`src/rtl/wb_arbiter.sv`:
```
// wb_arbiter: writeback arbiter that buffers one EXU and one LSU result and
// serialises them onto the single register-file write port with commit/instret.
`default_nettype none

module wb_arbiter #(
  parameter int XLEN       = 32,
  parameter int WIDTH      = 5,
  parameter int STARVE_MAX = 2
) (
  input  logic             clk,
  input  logic             rst,
  input  logic             exu_valid,
  output logic             exu_ready,
  input  logic [WIDTH-1:0] exu_rd,
  input  logic [XLEN-1:0]  exu_wdata,
  input  logic             exu_wen,
  input  logic [XLEN-1:0]  exu_pc,
  input  logic             lsu_valid,
  output logic             lsu_ready,
  input  logic [WIDTH-1:0] lsu_rd,
  input  logic [XLEN-1:0]  lsu_wdata,
  input  logic             lsu_wen,
  input  logic [XLEN-1:0]  lsu_pc,
  output logic [WIDTH-1:0] rf_waddr,
  output logic [XLEN-1:0]  rf_wdata,
  output logic             rf_wen,
  output logic             commit_valid,
  output logic [XLEN-1:0]  commit_pc,
  output logic [63:0]      instret
);

  localparam int SW = (STARVE_MAX > 0) ? $clog2(STARVE_MAX + 1) : 1;
  localparam logic [SW-1:0] STARVE_LIM = SW'(STARVE_MAX);

  typedef struct packed {
    logic [WIDTH-1:0] rd;
    logic [XLEN-1:0]  wdata;
    logic             wen;
    logic [XLEN-1:0]  pc;
  } res_t;

  logic             exu_v_q, exu_v_d;
  logic             lsu_v_q, lsu_v_d;
  res_t             exu_buf_q, exu_buf_d;
  res_t             lsu_buf_q, lsu_buf_d;
  logic [SW-1:0]    starve_q, starve_d;
  logic [WIDTH-1:0] rf_waddr_q, rf_waddr_d;
  logic [XLEN-1:0]  rf_wdata_q, rf_wdata_d;
  logic             rf_wen_q, rf_wen_d;
  logic             commit_valid_q, commit_valid_d;
  logic [XLEN-1:0]  commit_pc_q, commit_pc_d;
  logic [63:0]      instret_q, instret_d;

  logic sel_exu, sel_lsu, any_sel;
  logic exu_acc, lsu_acc;
  res_t sel_res;

  always_comb begin
    // LSU has priority on conflict unless the EXU has already lost STARVE_MAX times.
    sel_exu = exu_v_q && (!lsu_v_q || (starve_q == STARVE_LIM));
    sel_lsu = lsu_v_q && !sel_exu;
    any_sel = sel_exu || sel_lsu;
    sel_res = sel_exu ? exu_buf_q : lsu_buf_q;

    exu_ready = !exu_v_q || sel_exu;
    lsu_ready = !lsu_v_q || sel_lsu;
    exu_acc   = exu_valid && exu_ready;
    lsu_acc   = lsu_valid && lsu_ready;

    exu_v_d   = exu_acc ? 1'b1 : (sel_exu ? 1'b0 : exu_v_q);
    lsu_v_d   = lsu_acc ? 1'b1 : (sel_lsu ? 1'b0 : lsu_v_q);
    exu_buf_d = exu_acc ? res_t'{rd: exu_rd, wdata: exu_wdata, wen: exu_wen, pc: exu_pc} : exu_buf_q;
    lsu_buf_d = lsu_acc ? res_t'{rd: lsu_rd, wdata: lsu_wdata, wen: lsu_wen, pc: lsu_pc} : lsu_buf_q;

    if (exu_v_q && lsu_v_q && sel_lsu) begin
      starve_d = starve_q + SW'(1);
    end else if (sel_exu || !exu_v_q) begin
      starve_d = '0;
    end else begin
      starve_d = starve_q;
    end

    rf_waddr_d     = rf_waddr_q;
    rf_wdata_d     = rf_wdata_q;
    commit_pc_d    = commit_pc_q;
    rf_wen_d       = 1'b0;
    commit_valid_d = 1'b0;
    instret_d      = instret_q;
    if (any_sel) begin
      rf_waddr_d     = sel_res.rd;
      rf_wdata_d     = sel_res.wdata;
      commit_pc_d    = sel_res.pc;
      // x0 retires like any other instruction but never reaches the register file.
      rf_wen_d       = sel_res.wen && (sel_res.rd != '0);
      commit_valid_d = 1'b1;
      instret_d      = instret_q + 64'd1;
    end
  end

  always_ff @(posedge clk or negedge rst) begin
    if (!rst) begin
      exu_v_q        <= 1'b0;
      lsu_v_q        <= 1'b0;
      exu_buf_q      <= '0;
      lsu_buf_q      <= '0;
      starve_q       <= '0;
      rf_waddr_q     <= '0;
      rf_wdata_q     <= '0;
      rf_wen_q       <= 1'b0;
      commit_valid_q <= 1'b0;
      commit_pc_q    <= '0;
      instret_q      <= '0;
    end else begin
      exu_v_q        <= exu_v_d;
      lsu_v_q        <= lsu_v_d;
      exu_buf_q      <= exu_buf_d;
      lsu_buf_q      <= lsu_buf_d;
      starve_q       <= starve_d;
      rf_waddr_q     <= rf_waddr_d;
      rf_wdata_q     <= rf_wdata_d;
      rf_wen_q       <= rf_wen_d;
      commit_valid_q <= commit_valid_d;
      commit_pc_q    <= commit_pc_d;
      instret_q      <= instret_d;
    end
  end

  assign rf_waddr     = rf_waddr_q;
  assign rf_wdata     = rf_wdata_q;
  assign rf_wen       = rf_wen_q;
  assign commit_valid = commit_valid_q;
  assign commit_pc    = commit_pc_q;
  assign instret      = instret_q;

endmodule

`default_nettype wire

```
`config.mk`:
```
export PLATFORM = sky130hd
export DESIGN_NAME = wb_arbiter
export DESIGN_NICKNAME = d
export VERILOG_FILES = /design/src/rtl/wb_arbiter.sv
export SDC_FILE = /design/constraint.sdc
export NUM_CORES = 1
export LEC_CHECK = 0
export CAP_MARGIN = 20
export CORE_UTILIZATION = 45
export CTS_CLUSTER_DIAMETER = 50
export DETAILED_ROUTE_END_ITERATION = 8
export PLACE_DENSITY = 0.86
export SYNTH_ARGS = -nofsm -noshare
export SYNTH_HDL_FRONTEND = slang
export SYNTH_SLANG_ARGS = --single-unit
export TNS_END_PERCENT = 5
```
`constraint.sdc`:
```
create_clock -name clk -period 1.6 [get_ports clk]
set_input_delay 0.16 -clock clk [delete_from_list [all_inputs] [get_ports clk]]
set_output_delay 0.16 -clock clk [all_outputs]
set_load 0.05 [all_outputs]
```
; Yosys cells after proc, flatten, opt, wreduce, memory -nomap -nowiden
; Cells that the tools add are included.
; W data, S select, Z words.
[classes]
n_addsub = 2
eq_ne = 1
mux = 9
n_reduce_logical = 18
[op_table]
columns = op, count
row1 = $mux W70, 1
row2 = $add A64 B1 Y64 const B, 1
row3 = $logic_and A1 B1 Y1, 7
row4 = $mux W1, 6
row5 = $reduce_bool A2 Y1, 3
row6 = $reduce_bool A5 Y1, 1
row7 = $logic_or A1 B1 Y1, 4
row8 = $mux W2, 2
row9 = $logic_not A1 Y1, 3
row10 = $add A2 B1 Y2 const B, 1
row11 = $eq A2 B2 Y1 const B, 1
[totals]
register_bits = 279
out_inout_bits = 137
elab_cells = 47

; Depth between registers and ports, before layout
[depth]
depth_word = 8
ltp_mapped = 9
mapped_depth_nobuf = 7

; Least setup slack after synthesis
; No wires, ideal clock.
[synth_path]
path_kind = flip-flop to flip-flop
startpoint = register starve_q[0]
endpoint = register exu_buf_q[0] (netlist bit)
setup_ns = 0.125
arrival_time_ns = 2.134
required_time_ns = 1.475
slack_ns = -0.659
stages_incl_launch_ff = 8
n_path_buf = 1
cell_sequence = dfrtp_1 inv_1 ha_1 inv_1 nand3_1 nand2_1 buf_1 mux2_2
[synth_between]
elab_chain_cells = 5
[synth_lines]
columns = element, line
row1 = "start, declared", 46  ; logic [SW-1:0] starve_q, starve_d;
row2 = "start signal, assigned", 118  ; starve_q <= starve_d;
row3 = $eq A2 B2 Y1, 60  ; sel_exu = exu_v_q && (!lsu_v_q || (starve_q == STARVE_LIM));
row4 = $logic_or A1 B1 Y1, 60
row5 = $logic_and A1 B1 Y1, 60
row6 = $logic_or A1 B1 Y1, 65  ; exu_ready = !exu_v_q || sel_exu;
row7 = via exu_ready, 13  ; output logic exu_ready,
row8 = $logic_and A1 B1 Y1, 67  ; exu_acc = exu_valid && exu_ready;
row9 = "end signal, assigned", 116  ; exu_buf_q <= exu_buf_d;
row10 = "end, declared", 44  ; res_t exu_buf_q, exu_buf_d;
; The timed path passes the listed nets, and every way through them passes these cells.
; A chain may end at the register's enable or synchronous reset.

; Final worst setup path
[layout_path]
startpoint = register instret_q[21] (netlist: instret[21])
endpoint = register instret_q[41] (netlist: instret[41])
[layout_between]
elab_chain_cells = 1
[layout_lines]
columns = element, line
row1 = "start, declared", 52  ; logic [63:0] instret_q, instret_d;
row2 = "start signal, assigned", 124  ; instret_q <= instret_d;
row3 = $add A64 B1 Y64, 96  ; instret_d = instret_q + 64'd1;
; No other way between the ends.

==> results_dict.tcl <==
set metrics [dict create \
    dieArea_um2 25900 \
    cts_sinks 279 \
    layout-drive-gt1-share_pct 43.6 \
    finalSetupViolCount 238 \
    synthFlopType "dfrtp_1" \
    critical_path_class "flip-flop to flip-flop" \
    grt_max_degree 68 \
    htree_levels 2 \
    timing.final.ws_setup_ns -0.377 \
    core_um2 24500 \
    yosys.area.top_type "dfrtp_1" \
    wl_um 34500 \
    max_slew_margin_pct 74.2 \
    clk_pin_slew_ns 0.06 \
    ios 281 \
    dp_hpwl_um 22000 \
    drtAntennaViolNets 0 \
    yosys-top-cells-count "dfrtp_1 (279), nand2_1 (162), mux2_2 (141)" \
    grt_setup_unrepaired "yes" \
    ys_types 41 \
    numCtsBuffers 34 \
    start_kind "flip-flop" \
    powerDensity_nw_per_um2 1730 \
    report.final.slew_viol_count 0 \
    p_total_mw 29.9 \
    drc_errors 0 \
    wl_per_cell_um 20.4 \
    die_w_um 161 \
    min_period_ns 1.98 \
    synthCells 910 \
    drtIter0Drc 711 \
    async_flop_share_pct 100 \
    yosysMostFrequentCell "dfrtp_1" \
    antenna_found_initial 3 \
    fmax_mhz 506 \
    fill_cells 1621 \
    hold_viol 0 \
    ir_drop_uv 1570 \
    crit_required_ns 2.01 \
    status "complete, but fails checks" \
    firstDrtPassIters 5 \
    grt_overflow 0 \
    rows 57 \
    clockBufferDepth 3 \
    vias 9107 \
    finClkSkew_ns 0.0184 \
    drv_cap 0 \
    place_congestion 0.951 \
    cp_max_fo 11 \
    grt.total_usage_pct 25.7 \
    port_buffers 280 \
    ys_seq_area_share_pct 61.4 \
    yosysWarnings 0 \
    grt_pass1_vias 9458 \
    violations "negative setup slack" \
    worstMarginPinSlew_ns 0.386 \
    syn_area_um2 11400 \
    nets 1487 \
    drt-vias-per-instance 5.39 \
    p_leak_nw 8.08 \
    ys_top_cells_by_area "dfrtp_1 (61%), mux2_2 (14%), nand2_1 (5.3%)" \
    min_period_over_period_pct 124 \
    clk_latency_ns 0.50 \
    crit_path_end_kind "flip-flop" \
    area_growth_pct 51.9 \
    syn-num-nets 1056 \
    synth_seq_cells 279 \
    cp_data_arrival_time_ns 2.39 \
    grt_pass1_wl_um 51700 \
    synth-edff-count 0 \
    cts-root-buf "clkbuf_16" \
    synth_top_area_share_pct 61.4 \
    initial_core_util_pct 46.3 \
    min_path_type "input pin to async pin" \
    final_util_pct 70.4 \
    syn_area_per_cell_um2 12.5 \
    die_h_um 161 \
    cts_tree "built" \
]
[kinds of logic (layout without fill, tap and decap cells)]
logic type,after synthesis,in the layout,synth area share (%)
and+or+nand+nor,288,288,12.2
DFF,279,279,61.4
muxes,146,146,14.4
AOI/OAI and AO/OA,75,75,4.90
xor gates and xnor gates,63,63,4.85
buffers and inverters,57,511,2.06
adders and majority gates,2,2,0.220
other,0,1,0
[what timing repair did]
action | in CTS | in global routing
gates resized for setup | 56 | 57
gates cloned | 4 | 0
pin swaps | 18 | 27
setup buffers | 11 | 11
hold endpoints to repair | 279 | 0
endpoints found under the setup margin | 259 | 262
hold buffers | 1 | 0
[worst max-delay path, cell delays in order, from the launching register on]
cell	delay [ns]
dfrtp_1	0.36
buf_6	0.13
nand4_1	0.15
buf_4	0.19
nor4_4	0.27
nand4_1	0.19
buf_6	0.22
nor4_4	0.21
xor2_1	0.18
[per-layer routing]
layer / up-vias / global-route usage, % / share of wire, %
met4: 2 / 8.15 / 3.0
met5: - / 0 / 0.049
met1: 4570 / 31.4 / 38
li1: 4038 / - / -
met3: 104 / 6.51 / 8.0
met2: 393 / 44.5 / 51
[cell type report]
cell class                      instances  area (µm²)  area share [%]
Timing Repair Buffer                  437        4050            23.4
Clock inverter                         16         198            1.14
Inverter                               15        56.3           0.326
Multi-Input combinational cell        574        4620            26.8
Tap cell                              324         405            2.35
Sequential cell                       279        7020            40.7
Antenna cell                            1        2.50          0.0145
Clock buffer                           43         916            5.30
[worst paths after layout]
check	slack (ns)	to	startpoint	cells past startpoint
max	-0.38	instret[41]$_DFFE_PN0P_	instret[21]$_DFFE_PN0P_	8
min	0.15	instret[30]$_DFFE_PN0P_	rst	2
max reg2reg	-0.38	instret[41]$_DFFE_PN0P_	instret[21]$_DFFE_PN0P_	8
min reg2reg	0.43	starve_q[0]$_DFFE_PN0P_	starve_q[0]$_DFFE_PN0P_	1
max in group asynchronous	0.76	exu_buf_q[60]$_DFFE_PN0P_	rst	3
min in group clk	0.27	lsu_buf_q[34]$_DFFE_PN0P_	lsu_wdata[1]	2
[per-stage QoR]
| step | hold slack [ns] | area (µm²) | setup TNS (ns) | setup slack, ns | std cells |
|---|---|---|---|---|---|
| detailed placement | 0.0834 | 15300 | -37.16 | -0.251 | 1603 |
| CTS | 0.153 | 16900 | -24.30 | -0.219 | 1677 |
| global route | 0.166 | 17300 | -49.42 | -0.431 | 1689 |
| global placement | 0.0818 | 15300 | -31.48 | -0.274 | 1603 |
| floorplan | -0.136 | 11400 | -61.62 | -0.360 | 910 |
| finish | 0.153 | 17300 | -25.06 | -0.377 | 1689 |
[sequential cells by signal, summed over array words and instances (netlist names)]
signal	cells
exu_buf_q	70
lsu_buf_q	70
lsu_v_q	1
commit_pc	32
rf_waddr	5
starve_q	2
instret	64
rf_wen	1
rf_wdata	32
commit_valid	1
exu_v_q	1
[report_power, final]
part	internal, mW	switching (mW)	leakage [nW]
registers	9.28	1.47	3.36
clock network	4.72	2.98	0.548
logic	4.59	6.83	4.18
total	18.6	11.3	8.08
[placed cells by master (no fill, tap or decap), drive strengths merged, types with 2 or more instances in the layout]
master | Yosys | layout
buf | 22 | 290
dfrtp | 279 | 279
nand2 | 162 | 162
clkdlybuf4s50 | 0 | 142
mux2 | 141 | 141
a22oi | 64 | 64
clkbuf | 20 | 43
xnor2 | 33 | 33
xor2 | 30 | 30
nand4 | 26 | 26
nor3 | 24 | 24
nand3 | 22 | 22
nor2 | 22 | 22
inv | 15 | 17
nor4 | 9 | 9
clkinv | 0 | 9
o21ai | 6 | 6
mux2i | 5 | 5
and4 | 5 | 5
bufinv | 0 | 4
bufbuf | 0 | 4
or2 | 4 | 4
or3 | 3 | 3
and2 | 3 | 3
and3 | 2 | 2
nand2b | 2 | 2
or4 | 2 | 2
o211ai | 2 | 2
o2111ai | 2 | 2
ha | 2 | 2
No activity file was read; power rests on OpenSTA's default activity.
